$ cat src/rtl/dcache_pkg.sv
// Shared geometry, FSM state type and address-field helpers for the L1 data cache controller.
package dcache_pkg;
    localparam int ADDR_SIZE       = 32;
    localparam int BLOCK_SIZE_BITS = 128;
    localparam int BLOCK_BYTES_NUM = BLOCK_SIZE_BITS / 8;
    localparam int INDEX_BITS      = 6;
    localparam int OFFSET_BITS     = $clog2(BLOCK_BYTES_NUM);
    localparam int TAG_BITS        = ADDR_SIZE - INDEX_BITS - OFFSET_BITS;
    localparam int WORDS_NUM       = BLOCK_SIZE_BITS / 32;
    localparam int WORD_SEL_BITS   = OFFSET_BITS - 2;

    typedef enum logic [2:0] {
        ST_IDLE,
        ST_LOOKUP,
        ST_WRITEBACK,
        ST_REFILL,
        ST_FILL,
        ST_REISSUE
    } state_t;

    function automatic logic [TAG_BITS-1:0] addr_tag(input logic [ADDR_SIZE-1:0] a);
        return a[ADDR_SIZE-1 -: TAG_BITS];
    endfunction

    function automatic logic [INDEX_BITS-1:0] addr_index(input logic [ADDR_SIZE-1:0] a);
        return a[OFFSET_BITS +: INDEX_BITS];
    endfunction

    function automatic logic [WORD_SEL_BITS-1:0] addr_word(input logic [ADDR_SIZE-1:0] a);
        return a[2 +: WORD_SEL_BITS];
    endfunction

    function automatic logic [ADDR_SIZE-1:0] block_addr(input logic [TAG_BITS-1:0] tag,
                                                        input logic [INDEX_BITS-1:0] index);
        return {tag, index, {OFFSET_BITS{1'b0}}};
    endfunction

    // Event counters stick at all-ones instead of wrapping.
    function automatic logic [31:0] sat_inc(input logic [31:0] c);
        return (c == '1) ? c : c + 32'd1;
    endfunction
endpackage

$ cat src/rtl/d_cache_ctrl_if.sv
// CPU-side request/response channel of the data cache; master = pipeline, slave = cache.
interface d_cache_ctrl_if;
    logic                              cpu_req_valid;
    logic                              cpu_req_ready;
    logic                              cpu_req_wen;
    logic [dcache_pkg::ADDR_SIZE-1:0]  cpu_req_addr;
    logic [31:0]                       cpu_req_wdata;
    logic [3:0]                        cpu_req_byteen;
    logic                              cpu_resp_valid;
    logic [31:0]                       cpu_resp_rdata;

    modport master (
        output cpu_req_valid, cpu_req_wen, cpu_req_addr, cpu_req_wdata, cpu_req_byteen,
        input  cpu_req_ready, cpu_resp_valid, cpu_resp_rdata
    );

    modport slave (
        input  cpu_req_valid, cpu_req_wen, cpu_req_addr, cpu_req_wdata, cpu_req_byteen,
        output cpu_req_ready, cpu_resp_valid, cpu_resp_rdata
    );
endinterface

$ cat src/rtl/dcache_word_sel.sv
// Word-level view of a cache line: load word extraction, store byte-lane mask and replicated store data.
module dcache_word_sel
    import dcache_pkg::*;
(
    input  logic [WORD_SEL_BITS-1:0]   i_word,
    input  logic [BLOCK_SIZE_BITS-1:0] i_block,
    input  logic [31:0]                i_wdata,
    input  logic [3:0]                 i_byteen,
    output logic [31:0]                o_rdata,
    output logic [BLOCK_BYTES_NUM-1:0] o_bytes,
    output logic [BLOCK_SIZE_BITS-1:0] o_wblock
);
    logic [31:0] w_words [WORDS_NUM];

    genvar gi;
    generate
        for (gi = 0; gi < WORDS_NUM; gi++) begin : g_word
            assign w_words[gi]           = i_block[gi*32 +: 32];
            assign o_bytes[gi*4 +: 4]    = (int'(i_word) == gi) ? i_byteen : 4'b0000;
            assign o_wblock[gi*32 +: 32] = i_wdata;
        end
    endgenerate

    assign o_rdata = w_words[i_word];
endmodule

$ cat src/rtl/d_cache_ctrl.sv
// L1 data cache sequencer: one CPU access at a time, D_SRAM lookup/write and block-wide memory writeback/refill.
module d_cache_ctrl
    import dcache_pkg::*;
(
    input  logic                       clk,
    input  logic                       rst,
    d_cache_ctrl_if.slave              cpu,
    output logic                       o_sram_en,
    output logic                       o_sram_wen,
    output logic                       o_sram_dmemWen,
    output logic [BLOCK_BYTES_NUM-1:0] o_sram_bytesAccess,
    output logic [ADDR_SIZE-1:0]       o_sram_addr,
    output logic [BLOCK_SIZE_BITS-1:0] o_sram_dataIn,
    input  logic                       i_sram_hit,
    input  logic                       i_sram_dirtyBit,
    input  logic [BLOCK_SIZE_BITS-1:0] i_sram_dataOut,
    input  logic [TAG_BITS-1:0]        i_sram_victimTag,
    output logic                       o_mem_req,
    output logic                       o_mem_wen,
    output logic [ADDR_SIZE-1:0]       o_mem_addr,
    output logic [BLOCK_SIZE_BITS-1:0] o_mem_wdata,
    input  logic                       i_mem_ack,
    input  logic [BLOCK_SIZE_BITS-1:0] i_mem_rdata,
    output logic [31:0]                o_hit_cnt,
    output logic [31:0]                o_miss_cnt,
    output logic [31:0]                o_wb_cnt
);
    state_t                     r_state;
    logic [ADDR_SIZE-1:0]       r_addr;
    logic                       r_wen;
    logic [31:0]                r_wdata;
    logic [3:0]                 r_byteen;
    logic [BLOCK_SIZE_BITS-1:0] r_victim_data;
    logic [TAG_BITS-1:0]        r_victim_tag;
    logic [BLOCK_SIZE_BITS-1:0] r_fill_data;
    logic                       r_replay;
    logic [31:0]                r_hit_cnt;
    logic [31:0]                r_miss_cnt;
    logic [31:0]                r_wb_cnt;

    logic [WORD_SEL_BITS-1:0]   w_word;
    logic [31:0]                w_load_word;
    logic [BLOCK_BYTES_NUM-1:0] w_lane_mask;
    logic [BLOCK_SIZE_BITS-1:0] w_store_block;
    logic                       w_live;

    assign w_word = addr_word(r_addr);
    assign w_live = !rst;

    dcache_word_sel u_word_sel (
        .i_word   (w_word),
        .i_block  (i_sram_dataOut),
        .i_wdata  (r_wdata),
        .i_byteen (r_byteen),
        .o_rdata  (w_load_word),
        .o_bytes  (w_lane_mask),
        .o_wblock (w_store_block)
    );

    always_ff @(posedge clk) begin
        if (rst) begin
            r_state       <= ST_IDLE;
            r_addr        <= '0;
            r_wen         <= 1'b0;
            r_wdata       <= '0;
            r_byteen      <= '0;
            r_victim_data <= '0;
            r_victim_tag  <= '0;
            r_fill_data   <= '0;
            r_replay      <= 1'b0;
            r_hit_cnt     <= '0;
            r_miss_cnt    <= '0;
            r_wb_cnt      <= '0;
        end else begin
            case (r_state)
                ST_IDLE: begin
                    if (cpu.cpu_req_valid) begin
                        r_addr   <= cpu.cpu_req_addr;
                        r_wen    <= cpu.cpu_req_wen;
                        r_wdata  <= cpu.cpu_req_wdata;
                        r_byteen <= cpu.cpu_req_byteen;
                        r_replay <= 1'b0;
                        r_state  <= ST_LOOKUP;
                    end
                end
                ST_LOOKUP: begin
                    if (i_sram_hit) begin
                        // The replay after a refill is the same access, already counted as a miss.
                        if (!r_replay) r_hit_cnt <= sat_inc(r_hit_cnt);
                        r_state <= ST_IDLE;
                    end else begin
                        r_miss_cnt <= sat_inc(r_miss_cnt);
                        if (i_sram_dirtyBit) begin
                            r_victim_data <= i_sram_dataOut;
                            r_victim_tag  <= i_sram_victimTag;
                            r_state       <= ST_WRITEBACK;
                        end else begin
                            r_state <= ST_REFILL;
                        end
                    end
                end
                ST_WRITEBACK: begin
                    if (i_mem_ack) begin
                        r_wb_cnt <= sat_inc(r_wb_cnt);
                        r_state  <= ST_REFILL;
                    end
                end
                ST_REFILL: begin
                    if (i_mem_ack) begin
                        r_fill_data <= i_mem_rdata;
                        r_state     <= ST_FILL;
                    end
                end
                ST_FILL: r_state <= ST_REISSUE;
                ST_REISSUE: begin
                    r_replay <= 1'b1;
                    r_state  <= ST_LOOKUP;
                end
                default: r_state <= ST_IDLE;
            endcase
        end
    end

    // Strobes are qualified by !rst so a reset cycle never writes the array or holds memory.
    always_comb begin
        cpu.cpu_req_ready   = 1'b0;
        cpu.cpu_resp_valid  = 1'b0;
        cpu.cpu_resp_rdata  = '0;
        o_sram_en           = 1'b0;
        o_sram_wen          = 1'b0;
        o_sram_dmemWen      = 1'b0;
        o_sram_bytesAccess  = '0;
        o_sram_addr         = '0;
        o_sram_dataIn       = '0;
        o_mem_req           = 1'b0;
        o_mem_wen           = 1'b0;
        o_mem_addr          = '0;
        o_mem_wdata         = '0;
        case (r_state)
            ST_IDLE: begin
                cpu.cpu_req_ready = 1'b1;
                if (cpu.cpu_req_valid && w_live) begin
                    o_sram_en   = 1'b1;
                    o_sram_addr = cpu.cpu_req_addr;
                end
            end
            ST_LOOKUP: begin
                o_sram_addr = r_addr;
                if (i_sram_hit && w_live) begin
                    cpu.cpu_resp_valid = 1'b1;
                    cpu.cpu_resp_rdata = w_load_word;
                    if (r_wen) begin
                        o_sram_en          = 1'b1;
                        o_sram_wen         = 1'b1;
                        o_sram_bytesAccess = w_lane_mask;
                        o_sram_dataIn      = w_store_block;
                    end
                end
            end
            ST_WRITEBACK: begin
                o_mem_req   = w_live;
                o_mem_wen   = w_live;
                o_mem_addr  = block_addr(r_victim_tag, addr_index(r_addr));
                o_mem_wdata = r_victim_data;
            end
            ST_REFILL: begin
                o_mem_req  = w_live;
                o_mem_addr = block_addr(addr_tag(r_addr), addr_index(r_addr));
            end
            ST_FILL: begin
                o_sram_en          = w_live;
                o_sram_wen         = w_live;
                o_sram_dmemWen     = w_live;
                o_sram_bytesAccess = '1;
                o_sram_addr        = r_addr;
                o_sram_dataIn      = r_fill_data;
            end
            ST_REISSUE: begin
                o_sram_en   = w_live;
                o_sram_addr = r_addr;
            end
            default: ;
        endcase
    end

    assign o_hit_cnt  = r_hit_cnt;
    assign o_miss_cnt = r_miss_cnt;
    assign o_wb_cnt   = r_wb_cnt;
endmodule

$ cat src/flat_wrapper.sv
// flat-port wrapper written by rule: the top's interface ports become plain ports
module d_cache_ctrl_flat import dcache_pkg::*;
  (clk, rst, o_sram_en, o_sram_wen, o_sram_dmemWen, o_sram_bytesAccess, o_sram_addr, o_sram_dataIn, i_sram_hit, i_sram_dirtyBit, i_sram_dataOut, i_sram_victimTag, o_mem_req, o_mem_wen, o_mem_addr, o_mem_wdata, i_mem_ack, i_mem_rdata, o_hit_cnt, o_miss_cnt, o_wb_cnt, cpu_cpu_req_valid, cpu_cpu_req_wen, cpu_cpu_req_addr, cpu_cpu_req_wdata, cpu_cpu_req_byteen, cpu_cpu_req_ready, cpu_cpu_resp_valid, cpu_cpu_resp_rdata);
  d_cache_ctrl_if cpu_i ();
  input  logic clk;
  input  logic rst;
  output logic o_sram_en;
  output logic o_sram_wen;
  output logic o_sram_dmemWen;
  output logic [BLOCK_BYTES_NUM-1:0] o_sram_bytesAccess;
  output logic [ADDR_SIZE-1:0] o_sram_addr;
  output logic [BLOCK_SIZE_BITS-1:0] o_sram_dataIn;
  input  logic i_sram_hit;
  input  logic i_sram_dirtyBit;
  input  logic [BLOCK_SIZE_BITS-1:0] i_sram_dataOut;
  input  logic [TAG_BITS-1:0] i_sram_victimTag;
  output logic o_mem_req;
  output logic o_mem_wen;
  output logic [ADDR_SIZE-1:0] o_mem_addr;
  output logic [BLOCK_SIZE_BITS-1:0] o_mem_wdata;
  input  logic i_mem_ack;
  input  logic [BLOCK_SIZE_BITS-1:0] i_mem_rdata;
  output logic [31:0] o_hit_cnt;
  output logic [31:0] o_miss_cnt;
  output logic [31:0] o_wb_cnt;
  input wire logic [$bits(cpu_i.cpu_req_valid)-1:0] cpu_cpu_req_valid;
  input wire logic [$bits(cpu_i.cpu_req_wen)-1:0] cpu_cpu_req_wen;
  input wire logic [$bits(cpu_i.cpu_req_addr)-1:0] cpu_cpu_req_addr;
  input wire logic [$bits(cpu_i.cpu_req_wdata)-1:0] cpu_cpu_req_wdata;
  input wire logic [$bits(cpu_i.cpu_req_byteen)-1:0] cpu_cpu_req_byteen;
  output wire logic [$bits(cpu_i.cpu_req_ready)-1:0] cpu_cpu_req_ready;
  output wire logic [$bits(cpu_i.cpu_resp_valid)-1:0] cpu_cpu_resp_valid;
  output wire logic [$bits(cpu_i.cpu_resp_rdata)-1:0] cpu_cpu_resp_rdata;
  assign cpu_i.cpu_req_valid = cpu_cpu_req_valid;
  assign cpu_i.cpu_req_wen = cpu_cpu_req_wen;
  assign cpu_i.cpu_req_addr = cpu_cpu_req_addr;
  assign cpu_i.cpu_req_wdata = cpu_cpu_req_wdata;
  assign cpu_i.cpu_req_byteen = cpu_cpu_req_byteen;
  assign cpu_cpu_req_ready = cpu_i.cpu_req_ready;
  assign cpu_cpu_resp_valid = cpu_i.cpu_resp_valid;
  assign cpu_cpu_resp_rdata = cpu_i.cpu_resp_rdata;
  d_cache_ctrl u_core (.clk(clk), .rst(rst), .cpu(cpu_i), .o_sram_en(o_sram_en), .o_sram_wen(o_sram_wen), .o_sram_dmemWen(o_sram_dmemWen), .o_sram_bytesAccess(o_sram_bytesAccess), .o_sram_addr(o_sram_addr), .o_sram_dataIn(o_sram_dataIn), .i_sram_hit(i_sram_hit), .i_sram_dirtyBit(i_sram_dirtyBit), .i_sram_dataOut(i_sram_dataOut), .i_sram_victimTag(i_sram_victimTag), .o_mem_req(o_mem_req), .o_mem_wen(o_mem_wen), .o_mem_addr(o_mem_addr), .o_mem_wdata(o_mem_wdata), .i_mem_ack(i_mem_ack), .i_mem_rdata(i_mem_rdata), .o_hit_cnt(o_hit_cnt), .o_miss_cnt(o_miss_cnt), .o_wb_cnt(o_wb_cnt));
endmodule
$ cat config.mk
export PLATFORM = sky130hd
export DESIGN_NAME = d_cache_ctrl_flat
export DESIGN_NICKNAME = d
export VERILOG_FILES = /design/src/rtl/dcache_pkg.sv /design/src/rtl/d_cache_ctrl_if.sv /design/src/rtl/dcache_word_sel.sv /design/src/rtl/d_cache_ctrl.sv /design/src/flat_wrapper.sv
export SDC_FILE = /design/constraint.sdc
export NUM_CORES = 1
export LEC_CHECK = 0
export ABC_CLOCK_PERIOD_IN_PS = 3400
export BUFFER_PORTS_ARGS = -buffer_cell sky130_fd_sc_hd__buf_2
export CORE_AREA = 2 2 317 319
export CTS_BUF_LIST = sky130_fd_sc_hd__clkbuf_2 sky130_fd_sc_hd__clkbuf_4 sky130_fd_sc_hd__clkbuf_8
export DETAILED_ROUTE_END_ITERATION = 7
export DIE_AREA = 0 0 319 321
export GPL_TIMING_DRIVEN = 0
export SYNTH_ARGS = -nofsm -noshare
export SYNTH_HDL_FRONTEND = slang
export SYNTH_HIERARCHICAL = 1
export SYNTH_SLANG_ARGS = --single-unit
$ cat constraint.sdc
create_clock -name clk -period 3.4 [get_ports clk]
set_clock_uncertainty 0.15 [all_clocks]
set_input_delay 0.34 -clock clk [delete_from_list [all_inputs] [get_ports clk]]
set_output_delay 0.34 -clock clk [all_outputs]
set_load 0.02 [all_outputs]
# Word level (Yosys, flattened, before mapping)
# Index checks and enable logic that the tools add are counted.
# word_totals
regBits	447
output_inout_bits	471
inputBits	353
word_cells	91
# classes
n_lt_le_gt_ge	1
reduce_logical	17
n_eq_ne	14
addsub	3
mux	38
bitwise	6
# op_table
op	count
128-bit two-way mux	3
128-bit case mux with 2 select lines	1
32-bit two-way mux	5
32-bit case mux with 2 select lines	2
32-bit by 1-bit adder with 32-bit output (second input constant)	3
32-bit equality test (second input constant)	3
32-bit binary-select mux with 2-bit select	1
16-bit two-way mux	2
16-bit case mux with 2 select lines	1
3-bit case mux with 6 select lines	1
4-bit two-way mux	4
3-bit two-way mux	4
3-bit AND reduction	4
1-bit two-way mux	11
3-bit by 2-bit equality test with 1-bit output (second input constant)	2
3-bit equality test (second input constant)	2
2-bit != test (second input constant)	3
2-bit AND reduction	3
1-bit inverter	5
2-bit equality test (second input constant)	2
1-bit case mux with 2 select lines	2
4-bit AND reduction	1
2-bit OR reduction	2
3-bit by 1-bit equality test with 1-bit output (second input constant)	1
10 further kinds	11

# Longest topological paths before layout
# Gate-level depths: netlist of run 1.
# logic_depth
depth_word	6
ltp_mapped	10
depth_no_buf	6

# Modules after synthesis
# Netlist of run 1, hierarchy kept.
# modules_own_cells
mod	area_per_inst_um2	instances	cells_per_inst	seq_area_each_um2
d_cache_ctrl	19999.2	1	2527	8948.6
dcache_word_sel	1866.8	1	186	0.0

# Worst setup path after synthesis of run 1
# OpenSTA, ideal clock, no wires.
# synth_path
path_kind	reg-to-output
from	register u_core.r_state[1]
to	output port o_sram_dataIn[100]
slack_ns	0.417
required_ns	2.910
stages_incl_launch_ff	10
arrival_time_ns	2.493
path_buffers	5
path_cell_list	dfxtp_1 clkbuf_1 or3b_2 clkbuf_1 nor3b_1 and2_1 buf_2 buf_2 buf_2 a22o_1
# synth_between
elab_chain_cells	2
elab_cells_between_ends	3
classes_between	2 x eq/ne; 1 x mux
# synth_lines
item	line_no	rtl
start: declaration	d_cache_ctrl.sv:28	state_t r_state;
start signal: assignment	d_cache_ctrl.sv:62	r_state <= ST_IDLE;
start signal: assignment	d_cache_ctrl.sv:83	r_state <= ST_LOOKUP;
start signal: assignment	d_cache_ctrl.sv:90	r_state <= ST_IDLE;
3-bit equality test or 3-bit by 1-bit equality test with 1-bit output (tied branches)	d_cache_ctrl.sv:139	case (r_state)
128-bit case mux with 2 select lines (*)	d_cache_ctrl.sv:139	
end: declaration	flat_wrapper.sv:12	output logic [BLOCK_SIZE_BITS-1:0] o_sram_dataIn;
# Mark *: on every way between the ends. The rest lies on a longest branch, timed or not.

# Final worst setup path of run 1
# layout_path
from	register u_core.r_state[2]
to	output port o_sram_dataIn[13]
# Same word-level chain as after synthesis.

==> results of run 1 <==
## cell type report
class	count	area, sq um
Fill cell	10293	64500
Inverter	17	66.3
Multi-Input combinational cell	1885	11300
Sequential cell	447	8960
Timing Repair Buffer	1201	8770
Clock buffer	129	1630
Clock inverter	20	235
Tap cell	1298	1620
Buffer	358	2140
Antenna cell	16	40.0
## stage by stage
step,TNS (ps),utilization,std cells,power (mW)
CTS,-6930,0.348,5357,13.5
detailed placement,-134360,0.278,4834,7.15
floorplan,0,-,2716,6.36
finish,0,0.350,5371,13.4
global route,-4240,0.350,5362,13.9
global placement,-425140,0.278,4831,7.14
## synthesized netlist by cell type (all sizes together), types with 28 or more instances
master  instances
a22oi          32
a21oi         331
nand3          28
buf           162
nand2         627
clkbuf        205
nor2          121
dfxtp         447
nand4          30
a22o          197
mux4           32
and3          144
and2           44
## critical path, stage by stage (launching register included)
cell,delay [ps]
dfxtp_4,380
or3b_4,420
nor3b_4,330
and2_4,210
buf_12,140
buf_12,110
buf_12,140
clkbuf_16,150
a22o_1,170
buf_6,130
## how the worst min path moves through the flow
stage                               from                         to  slack (ps)  depth (start not counted)
4_1_cts                        i_mem_ack         u_core/o_wb_cnt[1]          10                          3
3_3_place_gp    u_core/r_victim_data[19]   u_core/r_victim_data[19]         290                          2
6_report                       i_mem_ack         u_core/o_wb_cnt[1]          70                          3
3_5_place_dp   u_core/r_victim_data[122]  u_core/r_victim_data[122]         290                          2
5_1_grt                        i_mem_ack         u_core/o_wb_cnt[1]          90                          3
2_1_floorplan  u_core/r_victim_data[113]  u_core/r_victim_data[113]         280                          2
## power by group
group          total [mW]  internal (mW)  switching (mW)
Combinational        1.96          0.902            1.06
Sequential           5.54           5.37           0.172
Clock                5.94           3.36            2.58
Total                13.4           9.63            3.81
## sequential cells by signal, summed over array words and instances (netlist names)
name,flops
u_core/r_state,3
u_core/r_wen,1
u_core/r_addr,32
u_core/r_victim_data,128
u_core/o_hit_cnt,32
u_core/o_wb_cnt,32
u_core/r_wdata,32
u_core/r_victim_tag,22
u_core/r_fill_data,128
u_core/r_replay,1
u_core/o_miss_cnt,32
u_core/r_byteen,4
## layer usage
layer	track usage	part of all wire	up-vias
li1	-	-	11961
met1	0.300	0.41	12604
met2	0.346	0.42	1744
met3	0.0786	0.11	440
met4	0.120	0.056	18
met5	0	0.00096	-
## cell families after synthesis
kind of cell / count (synthesis) / share of synthesized area
XOR/XNOR: 32 / 0.0128
AND/OR/NAND/NOR: 1140 / 0.245
other: 1 / 0.000171
flip-flops: 447 / 0.409
multiplexers: 71 / 0.0517
buffers and inverters: 384 / 0.0908
adder cells (fa/ha/maj): 3 / 0.00172
AO/OA/AOI/OAI: 635 / 0.189
## timing repair
action | CTS | global route
buffers inserted | 18 | 3
gates cloned | 11 | 1
endpoints found under the setup margin | 556 | 295
pin swaps | 21 | 30
resized for setup | 334 | 93
hold buffers | 351 | 0
hold endpoints to repair | 350 | 0
==> run metrics, run 1 <==
outcome complete, no violations; Worst Setup Start Kind register; CP Max Fanout 7; ys async rst share 0; Reg-to-Reg Start u_core/r_state[2]; Final Hold Vio Count 0; RD Place Congestion 0.977; Setup crit end o_sram_dataIn[13]; worst skew pair latency 710 ps; Clock Tree Root clkbuf_8; initial drt markers 2,689; worst hold slack 67.5 ps; Via density 4.98; crit end category output pin; Final Net Count 4,353; leakage dissipation 15.3 nW; worst-case setup slack after placement -853 ps; reg-to-reg endpoint u_core/r_victim_data[23]; Req. time, crit path 2910 ps; Yosys cell types 53; Fmax achieved 0.294 GHz; WS Path Type reg2out; Antenna Violating Nets Remaining 0; synth-to-layout area growth 59.1%; row cnt 116; cell count after synthesis 2,713; first-pass GRT wire length 176 mm; Clock Path Buffers 3; WL final 127 mm; Avg WL per Cell 23.6 um; commonest non-fill, non-tap cell in the layout buf_2; TritonCTS clock tree yes; final worst slack 4.09 ps; Post-route DRC 0; CTS clk-pin slew, worst paths 60 ps; DRT Pass-1 Iters 6; Post-synth top flop dfxtp_1; antenna violations before repair 21; largest net degree at the start of global routing 13; CP Data Arrival Time 2910 ps; PwrDens 386 nW/um^2; dpl hpwl 95.8 mm; die width 319 um; die height 321 um; clk sinks 447; initial core utilization 0.220; CTS Buf Count 87; # setup viols final 0; Hold Crit Class in2reg; FF+latch count, synth 447; Critical Path Start u_core/r_state[2]; headroom to the max-slew limit 0.226; Ports 824; Synth area leader dfxtp_1; Post-synth EDFFs 0; Worst-Margin Slew 1150 ps; path depth of the worst reg2reg path 8; GRT overflow 0; I/O Buffers 817; core area 99,300 sq um; die area 102,000 sq um; number of max-cap violations 0; Final min period 3400 ps; share of Yosys cell area claimed by the top area cell type 0.409; Design Area, Final 34,800 sq um; Synth Warn # 6; vias in the first global route 25,274; Max Slew Vio Count 0; register area share after synthesis 0.409; peak supply drop 0.251 mV; DP Area 27,600 sq um; Syn Std Cell Area 21,900 sq um; period utilisation layout 0.999; H-tree Lvls 3; syn avg cell area 8.06 sq um; commonest cells after routing, fill and taps aside buf_2, nand2_1, dfxtp_1; Vias 26,767; RSZ-0062 raised after global routing true; Total Routing Usage GR 0.234; largest cells by area after synthesis dfxtp_1, nand2_1, a22o_1, a21oi_1, buf_4; fraction of layout cells with a size suffix above 1 0.323; R2R Setup Slk 20 ps
Power figures use the tool's default switching activity.
==> inputs of run 2 (changes only) <==
- CORE_AREA: 2 2 317 319 -> 2 2 320 322
- DIE_AREA: 0 0 319 321 -> 0 0 322 324
- SYNTH_HIERARCHICAL: 1 -> not set
==> run 2 against run 1 <==
Power grew 0.26%. First-iteration DRC count down 4.7%. Register-to-register slack improved by 200 ps. Cell area decreased by 6.2%. Global-route usage decreased by 0.37 points. Sequential share of layout area is 1.7 points higher. Clock power barely moved. Synthesized area down 3.9%. Synthesized cell count down 0.66%. Critical path type unchanged. Largest cell class unchanged. Largest power group unchanged. Highest routed layer unchanged.
==> run metrics, run 2 <==
die height 324 um (+0.93%); synth-to-layout area growth 55.3%; Final min period 3310 ps (-89.3 ps); count leader, synth nand2_1; Design Area, Final 32,600 sq um (-6.2%); initial drt markers 2,562 (-4.7%); Synth area leader dfxtp_1; Psw 3.85 mW (+1.1%); vias in the first global route 24,668 (-2.4%); Worst Setup Start Kind register; fraction of layout cells with a size suffix above 1 0.284 (-0.0391); Vias 26,708 (-0.22%); Max Slew Vio Count 0 (unchanged); HP Start i_sram_victimTag[10]; RD Place Congestion 0.963 (-1.4%); die width 322 um (+0.94%); PwrDens 413 nW/um^2 (+6.9%); largest family of logic cells by synthesized area simple AND/OR/NAND/NOR gates; Inst Count DP 4,826 (-0.17%); leakage dissipation 13.5 nW (-11%); Yosys cell types 59 (+11%); Hold Crit Class in2reg; WL final 127 mm (+0.20%); power share of the combinational group 0.145 (about the same); GRT overflow 0 (unchanged); Clock Tree Root clkbuf_8; Overall Power 13.5 mW (+0.26%); largest net degree at the start of global routing 16 (+3); Hold Path Depth 4 (+1); number of max-cap violations 0 (unchanged); Post-synth EDFFs 0 (unchanged); switch share 0.286 (+0.00231); # setup viols final 0 (unchanged); path depth of the worst reg2reg path 8 (unchanged); Post-synth top flop dfxtp_1; largest cells by area after synthesis dfxtp_1, nand2_1, a21oi_1, a22o_1, and2_1; Ports 824 (unchanged); register area share after synthesis 0.426 (+0.0167); Compound-Gate Fraction of Synth Area 0.199 (+0.0102); Reg-to-Reg Start u_core.r_state[0]; top flop regs u_core.r_fill_data: 128 flops, u_core.r_victim_data: 128 flops; share of Yosys cell area claimed by the top area cell type 0.426 (+0.0167); row cnt 117 (+0.86%); non-filler cells, final 5,349 (-0.41%); P_int 9.62 mW (about the same); initial core utilization 0.208 (-0.0123); TritonCTS clock tree yes; commonest cells after routing, fill and taps aside buf_2, nand2_1, dfxtp_1; cell count after synthesis 2,695 (-0.66%); headroom to the max-slew limit 0.196 (-0.0296); mux share of post-synthesis cell area 0.0490 (-0.00277); syn avg cell area 7.80 sq um (-3.3%); RSZ-0062 raised after global routing false; clk sinks 447 (unchanged); Antenna Violating Nets Remaining 0 (unchanged); leading cell types by count after synthesis nand2_1, dfxtp_1, a21oi_1, clkbuf_1, and2_1; peak supply drop 0.406 mV (+62%); Post-Synth Simple-Gate Area 0.270 (+0.0254); Clock Path Buffers 3 (unchanged); DRT Pass-1 Iters 6 (unchanged); WHS Endpoint u_core.r_victim_tag[10]; Avg WL per Cell 23.8 um (+0.61%); Post-route DRC 0 (unchanged); CTS clk-pin slew, worst paths 60 ps (about the same); Via density 4.99 (+0.19%); worst skew pair latency 710 ps (about the same); Worst-Margin Slew 1210 ps (+55.0 ps); Flop pwr share 0.412 (about the same); die area 104,000 sq um (+1.9%); dpl hpwl 99.7 mm (+4.1%); antenna violations before repair 20 (-4.8%); WS Path Type reg2out; Synth Area in XOR/XNOR 0.00542 (-0.00740); CP Max Fanout 10 (+3); reg-to-reg endpoint u_core.r_victim_data[62]; first-pass GRT wire length 173 mm (-1.8%); Syn Std Cell Area 21,000 sq um (-3.9%); outcome complete, no violations; I/O Buffers 817 (unchanged); DP Area 26,800 sq um (-3.1%); CTS Buf Count 85 (-2.3%); commonest non-fill, non-tap cell in the layout buf_2; ys async rst share 0 (unchanged); crit end category output pin; period utilisation layout 0.973 (-0.0263); clock share of power 0.443 (about the same); Req. time, crit path 2910 ps (about the same); R2R Setup Slk 220 ps (+200 ps); Adder-Cell Fraction of Synth Area 0.00179 (+0.0000701); Total Routing Usage GR 0.230 (-0.00369); H-tree Lvls 3 (unchanged); CP Data Arrival Time 2820 ps (-90 ps); Final Net Count 4,320 (-0.76%); Fmax achieved 0.302 GHz (+2.7%); Final Hold Vio Count 0 (unchanged); Synth Warn # 0 (-6); core area 101,000 sq um (+1.7%); FF+latch count, synth 447 (unchanged)
[run 2: cell count changes in the layout (fill, tap and decap cells not counted), sizes merged, moves of 13 or more]
cell and delta:
a21oi +92, a22o -69, and2 +87, and3 -128, buf -154, nand2 +115, nor2 -21, nor2b +23
nor4 -13, o21ai +40, or3 +24, xnor2 -18
[run 2: layout make-up]
| cell class | instances | area, sq um |
|---|---|---|
| antenna | 12 | 30.0 |
| buffer | 225 | 1130 |
| clock buffer | 132 | 1670 |
| clock inverter | 19 | 218 |
| fill | 10859 | 68400 |
| inverter | 17 | 76.3 |
| multi-input combinational | 2006 | 11100 |
| sequential | 447 | 8950 |
| tap | 1309 | 1640 |
| timing repair buffer | 1182 | 7770 |
[run 2: routing by layer]
metal | up-vias | global-route usage | wire [um]
li1 | 11882 | - | -
met1 | 12677 | 0.310 | 53900
met2 | 1688 | 0.334 | 53300
met3 | 449 | 0.0609 | 13100
met4 | 12 | 0.121 | 6830
met5 | - | 0 | 72
[run 2: worst max-delay path by stage]
stage / start / to / slack, ps / cells after the start
2_1_floorplan: u_core.r_state[2] / o_sram_en / 790 / 7
3_3_place_gp: u_core.r_state[2] / o_sram_en / -1520 / 8
3_5_place_dp: u_core.r_state[0] / o_sram_dataIn[55] / -1250 / 8
4_1_cts: u_core.r_state[1] / o_mem_wdata[34] / 2 / 7
5_1_grt: u_core.r_state[2] / o_sram_addr[30] / 3 / 9
6_report: u_core.r_state[0] / cpu_cpu_resp_rdata[18] / 90 / 7
[run 2: power by group through the flow]
stage	logic, mW	registers [mW]	clock network, mW
after global placement	1.53	5.65	0
final	1.96	5.55	5.96
after floorplan	0.759	5.57	0
after detailed placement	1.54	5.65	0
after global routing	2.07	5.56	6.27
after CTS	1.92	5.54	6.05
[run 2: worst max-delay path, cell delays in order, from the launching register on]
cell,delay [ps]
dfxtp_1,300
buf_4,160
nor2b_2,260
nand3_4,170
buf_4,250
clkbuf_1,290
nor2b_1,410
buf_2,250
[run 2: cell families after synthesis]
| kind of cell | Yosys count |
|---|---|
| AOI/OAI and AO/OA | 696 |
| xor gates and xnor gates | 13 |
| adders and majority gates | 3 |
| buffers and inverters | 245 |
| DFF | 447 |
| muxes | 62 |
| other | 1 |
| and+or+nand+nor | 1228 |
[run 2: metrics by stage]
step	setup TNS [ps]	utilization	setup slack [ps]	hold slack, ps
global route	0	0.323	3.10	242
global placement	-300330	0.265	-1520	289
CTS	0	0.322	1.81	178
finish	0	0.323	93.4	254
floorplan	0	-	791	282
detailed placement	-252590	0.265	-1250	292
[run 2: repair_timing]
| action | in CTS | in global routing |
|---|---|---|
| hold buffers | 354 | 0 |
| buffers inserted | 9 | 0 |
| pin swaps | 6 | 3 |
| endpoints found under the hold margin | 356 | 0 |
| endpoints found under the setup margin | 503 | 146 |
| gates resized for setup | 110 | 20 |
